`config.mk`:
```
export PLATFORM = sky130hd
export DESIGN_NAME = config_frame_bank
export DESIGN_NICKNAME = d
export VERILOG_FILES = /design/src/rtl/config_frame_bank_pkg.sv /design/src/rtl/config_word_latch.sv /design/src/rtl/config_frame_bank.sv
export SDC_FILE = /design/constraint.sdc
export NUM_CORES = 1
export LEC_CHECK = 0
export ABC_AREA = 1
export CAP_MARGIN = 10
export CORE_MARGIN = 2
export CORE_UTILIZATION = 35
export CTS_CLUSTER_SIZE = 40
export DETAILED_ROUTE_END_ITERATION = 6
export PLACE_DENSITY = 0.76
export SLEW_MARGIN = 20
export SYNTH_ARGS = -nofsm -noshare
export SYNTH_HDL_FRONTEND = slang
export SYNTH_SLANG_ARGS = --single-unit
```
`constraint.sdc`:
```
create_clock -name prog_clk -period 1.8 [get_ports prog_clk]
set_clock_uncertainty 0.15 [all_clocks]
set_input_delay 0.36 -clock prog_clk [delete_from_list [all_inputs] [get_ports prog_clk]]
set_output_delay 0.36 -clock prog_clk [all_outputs]
set_load 0.1 [all_outputs]
```
`src/rtl/config_frame_bank_pkg.sv`:
```
// Shared types and helpers for the configuration frame bank.
package config_frame_bank_pkg;

  typedef enum logic [1:0] {
    ST_IDLE     = 2'd0,
    ST_SHIFT    = 2'd1,
    ST_READBACK = 2'd2
  } cfb_state_t;

  // Bit offset of word k inside the flattened Q/Qb buses.
  function automatic int word_offset(input int k, input int data_width);
    return k * data_width;
  endfunction

endpackage

```
`src/rtl/config_word_latch.sv`:
```
// One configuration word: synchronously reset storage driving its Q/Qb slice.
module config_word_latch #(
  parameter int DATA_WIDTH = 8
) (
  input  logic                  clk_i,
  input  logic                  rst_n_i,
  input  logic                  we_i,
  input  logic [DATA_WIDTH-1:0] d_i,
  output logic [DATA_WIDTH-1:0] word_o,
  output logic [DATA_WIDTH-1:0] q_o,
  output logic [DATA_WIDTH-1:0] qb_o
);

  logic [DATA_WIDTH-1:0] word_q;

  // NOTE: configuration storage is reset on purpose so the fabric never sees
  // random routing before a bitstream arrives.
  always_ff @(posedge clk_i) begin
    if (!rst_n_i)  word_q <= '0;
    else if (we_i) word_q <= d_i;
  end

  assign word_o = word_q;

`ifdef ENABLE_FORMAL_VERIFICATION
  assign q_o = 'z;
`else
  assign q_o = word_q;
`endif
  assign qb_o = ~q_o;

endmodule

```
`src/rtl/config_frame_bank.sv`:
```
// Configuration memory bank with serial frame load, direct word write and
// serial readback, all clocked by prog_clk.
module config_frame_bank
  import config_frame_bank_pkg::*;
#(
  parameter int DATA_WIDTH = 8,
  parameter int NUM_WORDS  = 16,
  parameter int ADDR_WIDTH = $clog2(NUM_WORDS)
) (
  input  logic                            prog_clk,
  input  logic                            resetb,
  input  logic                            load_start,
  input  logic                            bit_in,
  input  logic                            bit_valid,
  input  logic                            wl_en,
  input  logic [ADDR_WIDTH-1:0]           wl_addr,
  input  logic [DATA_WIDTH-1:0]           bl,
  input  logic                            rb_start,
  input  logic [ADDR_WIDTH-1:0]           rb_addr,
  output logic                            rb_bit,
  output logic                            rb_valid,
  output logic [NUM_WORDS*DATA_WIDTH-1:0] Q,
  output logic [NUM_WORDS*DATA_WIDTH-1:0] Qb,
  output logic                            busy,
  output logic                            done,
  output logic                            err
);

  localparam int CNT_W = (DATA_WIDTH > 1) ? $clog2(DATA_WIDTH) : 1;
  localparam logic [CNT_W-1:0]      LAST_BIT  = CNT_W'(DATA_WIDTH - 1);
  localparam logic [ADDR_WIDTH-1:0] LAST_WORD = ADDR_WIDTH'(NUM_WORDS - 1);

  cfb_state_t            state_q, state_d;
  logic [ADDR_WIDTH-1:0] ptr_q, ptr_d;
  logic [CNT_W-1:0]      bitcnt_q, bitcnt_d;
  logic [DATA_WIDTH-1:0] asm_q, asm_d;
  logic [DATA_WIDTH-1:0] rb_sr_q, rb_sr_d;
  logic [CNT_W-1:0]      rb_cnt_q, rb_cnt_d;
  logic                  rb_bit_q, rb_bit_d;
  logic                  rb_valid_q, rb_valid_d;
  logic                  done_q, done_d;
  logic                  err_q, err_d;
  logic                  commit, direct_we;
  logic [DATA_WIDTH-1:0] wr_data;
  logic [DATA_WIDTH-1:0] word_q [NUM_WORDS];

  function automatic logic addr_ok(input logic [ADDR_WIDTH-1:0] a);
    return int'(a) < NUM_WORDS;
  endfunction

  // NOTE: every variable gets its default first so no path leaves it
  // unassigned, which would otherwise infer a latch.
  always_comb begin
    state_d    = state_q;
    ptr_d      = ptr_q;
    bitcnt_d   = bitcnt_q;
    asm_d      = asm_q;
    rb_sr_d    = rb_sr_q;
    rb_cnt_d   = rb_cnt_q;
    rb_bit_d   = rb_bit_q;
    rb_valid_d = rb_valid_q;
    done_d     = done_q;
    err_d      = err_q;
    commit     = 1'b0;
    direct_we  = 1'b0;

    if (load_start) begin
      // An accepted load clears err; a colliding request re-sets it below.
      state_d    = ST_SHIFT;
      ptr_d      = '0;
      bitcnt_d   = '0;
      asm_d      = '0;
      done_d     = 1'b0;
      err_d      = 1'b0;
      rb_valid_d = 1'b0;
      if (wl_en || (rb_start && state_q != ST_READBACK)) err_d = 1'b1;
    end else begin
      case (state_q)
        ST_IDLE: begin
          if (wl_en) begin
            if (addr_ok(wl_addr)) direct_we = 1'b1;
            else                  err_d     = 1'b1;
            if (rb_start) err_d = 1'b1;
          end else if (rb_start) begin
            if (addr_ok(rb_addr)) begin
              state_d    = ST_READBACK;
              rb_bit_d   = word_q[rb_addr][0];
              rb_sr_d    = word_q[rb_addr] >> 1;
              rb_cnt_d   = '0;
              rb_valid_d = 1'b1;
            end else begin
              err_d = 1'b1;
            end
          end
        end
        ST_SHIFT: begin
          if (wl_en || rb_start) err_d = 1'b1;
          if (bit_valid) begin
            asm_d[bitcnt_q] = bit_in;
            if (bitcnt_q == LAST_BIT) begin
              commit   = 1'b1;
              bitcnt_d = '0;
              if (ptr_q == LAST_WORD) begin
                done_d  = 1'b1;
                state_d = ST_IDLE;
              end else begin
                ptr_d = ptr_q + ADDR_WIDTH'(1);
              end
            end else begin
              bitcnt_d = bitcnt_q + CNT_W'(1);
            end
          end
        end
        ST_READBACK: begin
          if (wl_en) err_d = 1'b1;
          if (rb_cnt_q == LAST_BIT) begin
            rb_valid_d = 1'b0;
            state_d    = ST_IDLE;
          end else begin
            rb_bit_d = rb_sr_q[0];
            rb_sr_d  = rb_sr_q >> 1;
            rb_cnt_d = rb_cnt_q + CNT_W'(1);
          end
        end
        default: state_d = ST_IDLE;
      endcase
    end
  end

  // NOTE: state registers use non-blocking assignments so every flop samples
  // the pre-edge values regardless of statement order.
  always_ff @(posedge prog_clk) begin
    if (!resetb) begin
      state_q    <= ST_IDLE;
      ptr_q      <= '0;
      bitcnt_q   <= '0;
      asm_q      <= '0;
      rb_sr_q    <= '0;
      rb_cnt_q   <= '0;
      rb_bit_q   <= 1'b0;
      rb_valid_q <= 1'b0;
      done_q     <= 1'b0;
      err_q      <= 1'b0;
    end else begin
      state_q    <= state_d;
      ptr_q      <= ptr_d;
      bitcnt_q   <= bitcnt_d;
      asm_q      <= asm_d;
      rb_sr_q    <= rb_sr_d;
      rb_cnt_q   <= rb_cnt_d;
      rb_bit_q   <= rb_bit_d;
      rb_valid_q <= rb_valid_d;
      done_q     <= done_d;
      err_q      <= err_d;
    end
  end

  // Serial commit and direct write never coincide, so one data bus serves both.
  assign wr_data = commit ? asm_d : bl;

  for (genvar k = 0; k < NUM_WORDS; k++) begin : g_word
    localparam int OFS = word_offset(k, DATA_WIDTH);
    logic we;
    assign we = (commit && ptr_q == ADDR_WIDTH'(k)) ||
                (direct_we && wl_addr == ADDR_WIDTH'(k));

    config_word_latch #(.DATA_WIDTH(DATA_WIDTH)) u_word (
      .clk_i   (prog_clk),
      .rst_n_i (resetb),
      .we_i    (we),
      .d_i     (wr_data),
      .word_o  (word_q[k]),
      .q_o     (Q[OFS +: DATA_WIDTH]),
      .qb_o    (Qb[OFS +: DATA_WIDTH])
    );
  end

  assign busy     = (state_q != ST_IDLE);
  assign done     = done_q;
  assign err      = err_q;
  assign rb_bit   = rb_bit_q;
  assign rb_valid = rb_valid_q;

endmodule

```
==> impl_summary.md <==
Outcome
The checks that failed: negative setup slack. The flow ran to the end, but the final reports show violations.

Power
The combinational share of power is 0.219. Of the total power, the share spent switching nets is 0.327. Of the total power, the clock network draws 0.404. The fraction of power consumed by sequential logic is 0.377.

The net switching component of the power is 3.01 mW. For this design the ratio of total power to cell area is 488 nW/um2. The static power due to leakage is 8.48 nW.

The worst supply voltage drop on vdd is 0.000830 V. Internal power comes to 6.21 mW.

Clocking
The clock latency at the later pin of the worst-skew pair is 0.45 ns. TritonCTS built the clock tree. The longest clock path from root to sink contains 2 buffers.

The count of hold buffers inserted by post-cts repair is 0. After clock tree synthesis, the clock-pin slew on the worst setup and hold paths is 0.07 ns. The tree is rooted in a clkbuf_16. CTS built an H-tree with a depth of 4. The clock sink count is 159.

The number of buffers created by CTS is 17.

Logic synthesis
The synthesized instance count is 1316. The area share of the leading cell type in the synthesized netlist is 0.371. By area the synthesized netlist is led by dfxtp_1 (37%), inv_1 (13%), nand3_1 (13%), nand2_1 (11%), o21bai_1 (7.1%). In the synthesized netlist the async set-or-reset flop fraction comes to 0. The flip-flop and latch count after synthesis is 159. For this run, the number of Yosys warnings is 0. The number of library cell types mapped by synthesis is 31. The cell area after technology mapping is 8590 um2. Of the synthesized area, sequential elements account for 0.371. The count of flip-flops with a built-in enable after synthesis is 0. Summed over all instances, the cell type with the most area after synthesis is dfxtp_1.

Counting instances in the post-synthesis netlist gives the leading cell types as inv_1 (303), nand2_1 (251), nand3_1 (217), dfxtp_1 (159), o21ai_0 (89). Averaged over all synthesized cells, the footprint is 6.53 um2. The most common cell in the netlist is inv_1.

The post-synth net total is 1351. In the synthesized netlist the dominant register cell turns out to be dfxtp_1.

Timing
The final critical-path required period is 2.14 ns. Setup repair after global routing could not meet its margin everywhere. The final number of hold-violating endpoints came to 0. On the final layout, the worst hold slack is 0.274 ns. Across all setup checks in the final design, the least slack found is -0.340 ns. The final number of max-transition violations is 0. The transition time at the pin with the least slew margin is 0.469 ns. Derived from the worst setup path, the maximum achievable clock frequency is 0.467 GHz. The share of the clock period used by the worst path is 1.19.

The worst pin sits at a relative slew slack of 0.686. Setup violations remaining at the end of the flow were counted as 146.

Drt
The count of nets left with antenna violations after detail routing is 0. The number of search-and-repair iterations in the first detailed-routing pass is 6. Dividing the detail-routed wire length by the instance count gives 24.2 um. Summed over all layers, the routed wires come to 49.4 mm. Dividing the detail-routed via count by the number of cells gives 5.76. The first routing iteration left 1189 violations.

For this run, design rule violations remaining after detail routing come to 0. Across all layers, the routed design uses 11800 vias.

Floorplan
The starting utilization of the core area is 0.355. The die is 161 um wide. The overall die area is 25800 um2. The core footprint is 24200 um2. In this run the vertical extent of the chip is 161 um.

The placement row count is 57. The number of primary I/O pins is 284.

Worst setup path
The largest fanout on the critical path is 7. The startpoint of the lowest-slack register-to-register path is bitcnt_q[0]. The nature of the critical path startpoint is a flip-flop. The arrival time reported for the critical path endpoint is 2.33 ns. The worst setup path category is flip-flop to flip-flop. The beginning of the critical path is bitcnt_q[0]. For flop-to-flop paths, the worst setup slack is -0.34 ns. STA classifies the critical path endpoint as a flip-flop. For the worst setup path, the data required time is 1.99 ns.

Min path
The startpoint of the worst hold path is resetb. The classification of the worst-slack hold path is primary input to flip-flop.

Layout
The count of placed standard cells in the final layout, fillers left out is 2039. After the last flow step, the layout net total stands at 1735. The share of cells above drive strength 1 is 0.565.

The post-route standard cell area excluding fillers is 18900 um2. The area overhead of the layout relative to synthesis is 120%. The number of fillers in the final layout is 1278.

Placed design
At the placement stage, the worst setup path has a slack of -0.566 ns. The HPWL reported at the end of detailed placement is 31.7 mm. The total instance count after detailed placement is 1969.

The routability congestion estimate is 1.00. The number of port buffers is 283. The instance area after placement is 16300 um2.

Global routing
The via count of the first global-routing pass came to 11200. The met2 usage is 0.579. The first global-routing pass estimated 66.3 mm of wire.

Entering global routing, the biggest net connects 70 pins. The total global routing overflow is 0. The fraction of met3 tracks used by global routing is 0.0798.

The number of antenna violations at the first check in global routing is 2. The global routing stage identified its most utilized layer as met2. In the global route stage, met1 resource usage came out at 0.389.

The overall fraction of global-route tracks in use is 0.334.

Flow run
The number of max-capacitance violations reported is 0.
## power groups by stage
stage / clock, mW / sequential, mW / combinational, mW
2_1_floorplan: 0 / 3.76 / 0.741
3_3_place_gp: 0 / 3.54 / 1.67
3_5_place_dp: 0 / 3.55 / 1.70
4_1_cts: 3.70 / 3.47 / 1.78
5_1_grt: 3.86 / 3.48 / 2.08
6_report: 3.73 / 3.47 / 2.02
## area by class of cell
cell class	count	area, um2	share of cell area
flip-flops and latches	159	3670	0.194
diodes	2	5.00	0.000265
clock buffers	19	443	0.0234
well taps	324	405	0.0215
clock inverters	13	154	0.00815
repair buffers	421	7060	0.374
multi-input cells	789	5440	0.288
inverters	310	1680	0.0892
repair inverters	2	25.0	0.00132
## metal layers
layer  wire length (um)  share of wire
met1              16500           0.33
met2              23400           0.47
met3               5390           0.11
met4               4090          0.083
met5                  0              0
## worst paths after layout
path	end	cells after the start
setup / recovery	g_word[9].u_word.q_o[7]	11
hold / removal	g_word[13].u_word.q_o[5]	4
setup reg to reg	g_word[9].u_word.q_o[7]	11
hold reg to reg	rb_sr_q[5]	2
## through the flow
| stage | setup TNS [ns] | power, mW | util |
|---|---|---|---|
| finish | -32.59 | 9.22 | 0.781 |
| CTS | -20.52 | 8.95 | 0.731 |
| floorplan | -8.87 | 4.50 | - |
| detailed placement | -65.90 | 5.25 | 0.676 |
| global placement | -60.18 | 5.21 | 0.676 |
| global route | -39.87 | 9.41 | 0.781 |
## cells by family (layout without fill, tap and decap cells)
family,Yosys count,in the layout,share of synthesized area
AND/OR/NAND/NOR,560,560,0.291
other,0,2,0
AO/OA/AOI/OAI,216,217,0.156
flip-flops,159,159,0.371
adder cells (fa/ha/maj),12,12,0.0175
buffers and inverters,369,765,0.166
## placed cells by master (no fill, tap or decap), drive strengths merged
master and count:
o211ai 7, o22ai 1, nand4 1, nor4 8, a211oi 2, o21bai 81
dfxtp 159, nand2 269, clkinvlp 134, ha 12, o21ai 97, nor3 15
inv 183, or2 1, bufinv 2, a21oi 28, nor3b 1, nor2 48
o221ai 1, nand3 217, clkbuf 21, diode 2, clkdlybuf4s50 20, buf 399
clkinv 6
## worst max-delay path: stages (launching register included)
cell and delay [ns]:
dfxtp_4 0.37, ha_4 0.15, ha_4 0.13, inv_2 0.05
nor2_4 0.17, nand2_8 0.13, buf_12 0.17, o21ai_4 0.26
buf_6 0.19, nand3_4 0.13, nand3_2 0.10, inv_2 0.04
## sequential cells by signal (all words and copies together), names as in the netlist
| signal | cells |
|---|---|
| rb_bit | 1 |
| rb_cnt_q | 3 |
| rb_sr_q | 7 |
| rb_valid | 1 |
| g_word.u_word.q_o | 128 |
| err | 1 |
| ptr_q | 4 |
| bitcnt_q | 3 |
| done | 1 |
| asm_q | 8 |
| state_q | 2 |
## what timing repair did
action                                  4_1_cts  5_1_grt
endpoints found under the setup margin      143      146
buffers inserted                             12       18
gates cloned                                  6        2
pin swaps                                    15       47
gates resized for setup                     128      241
Note: power is estimated with default switching activity, not from simulation.
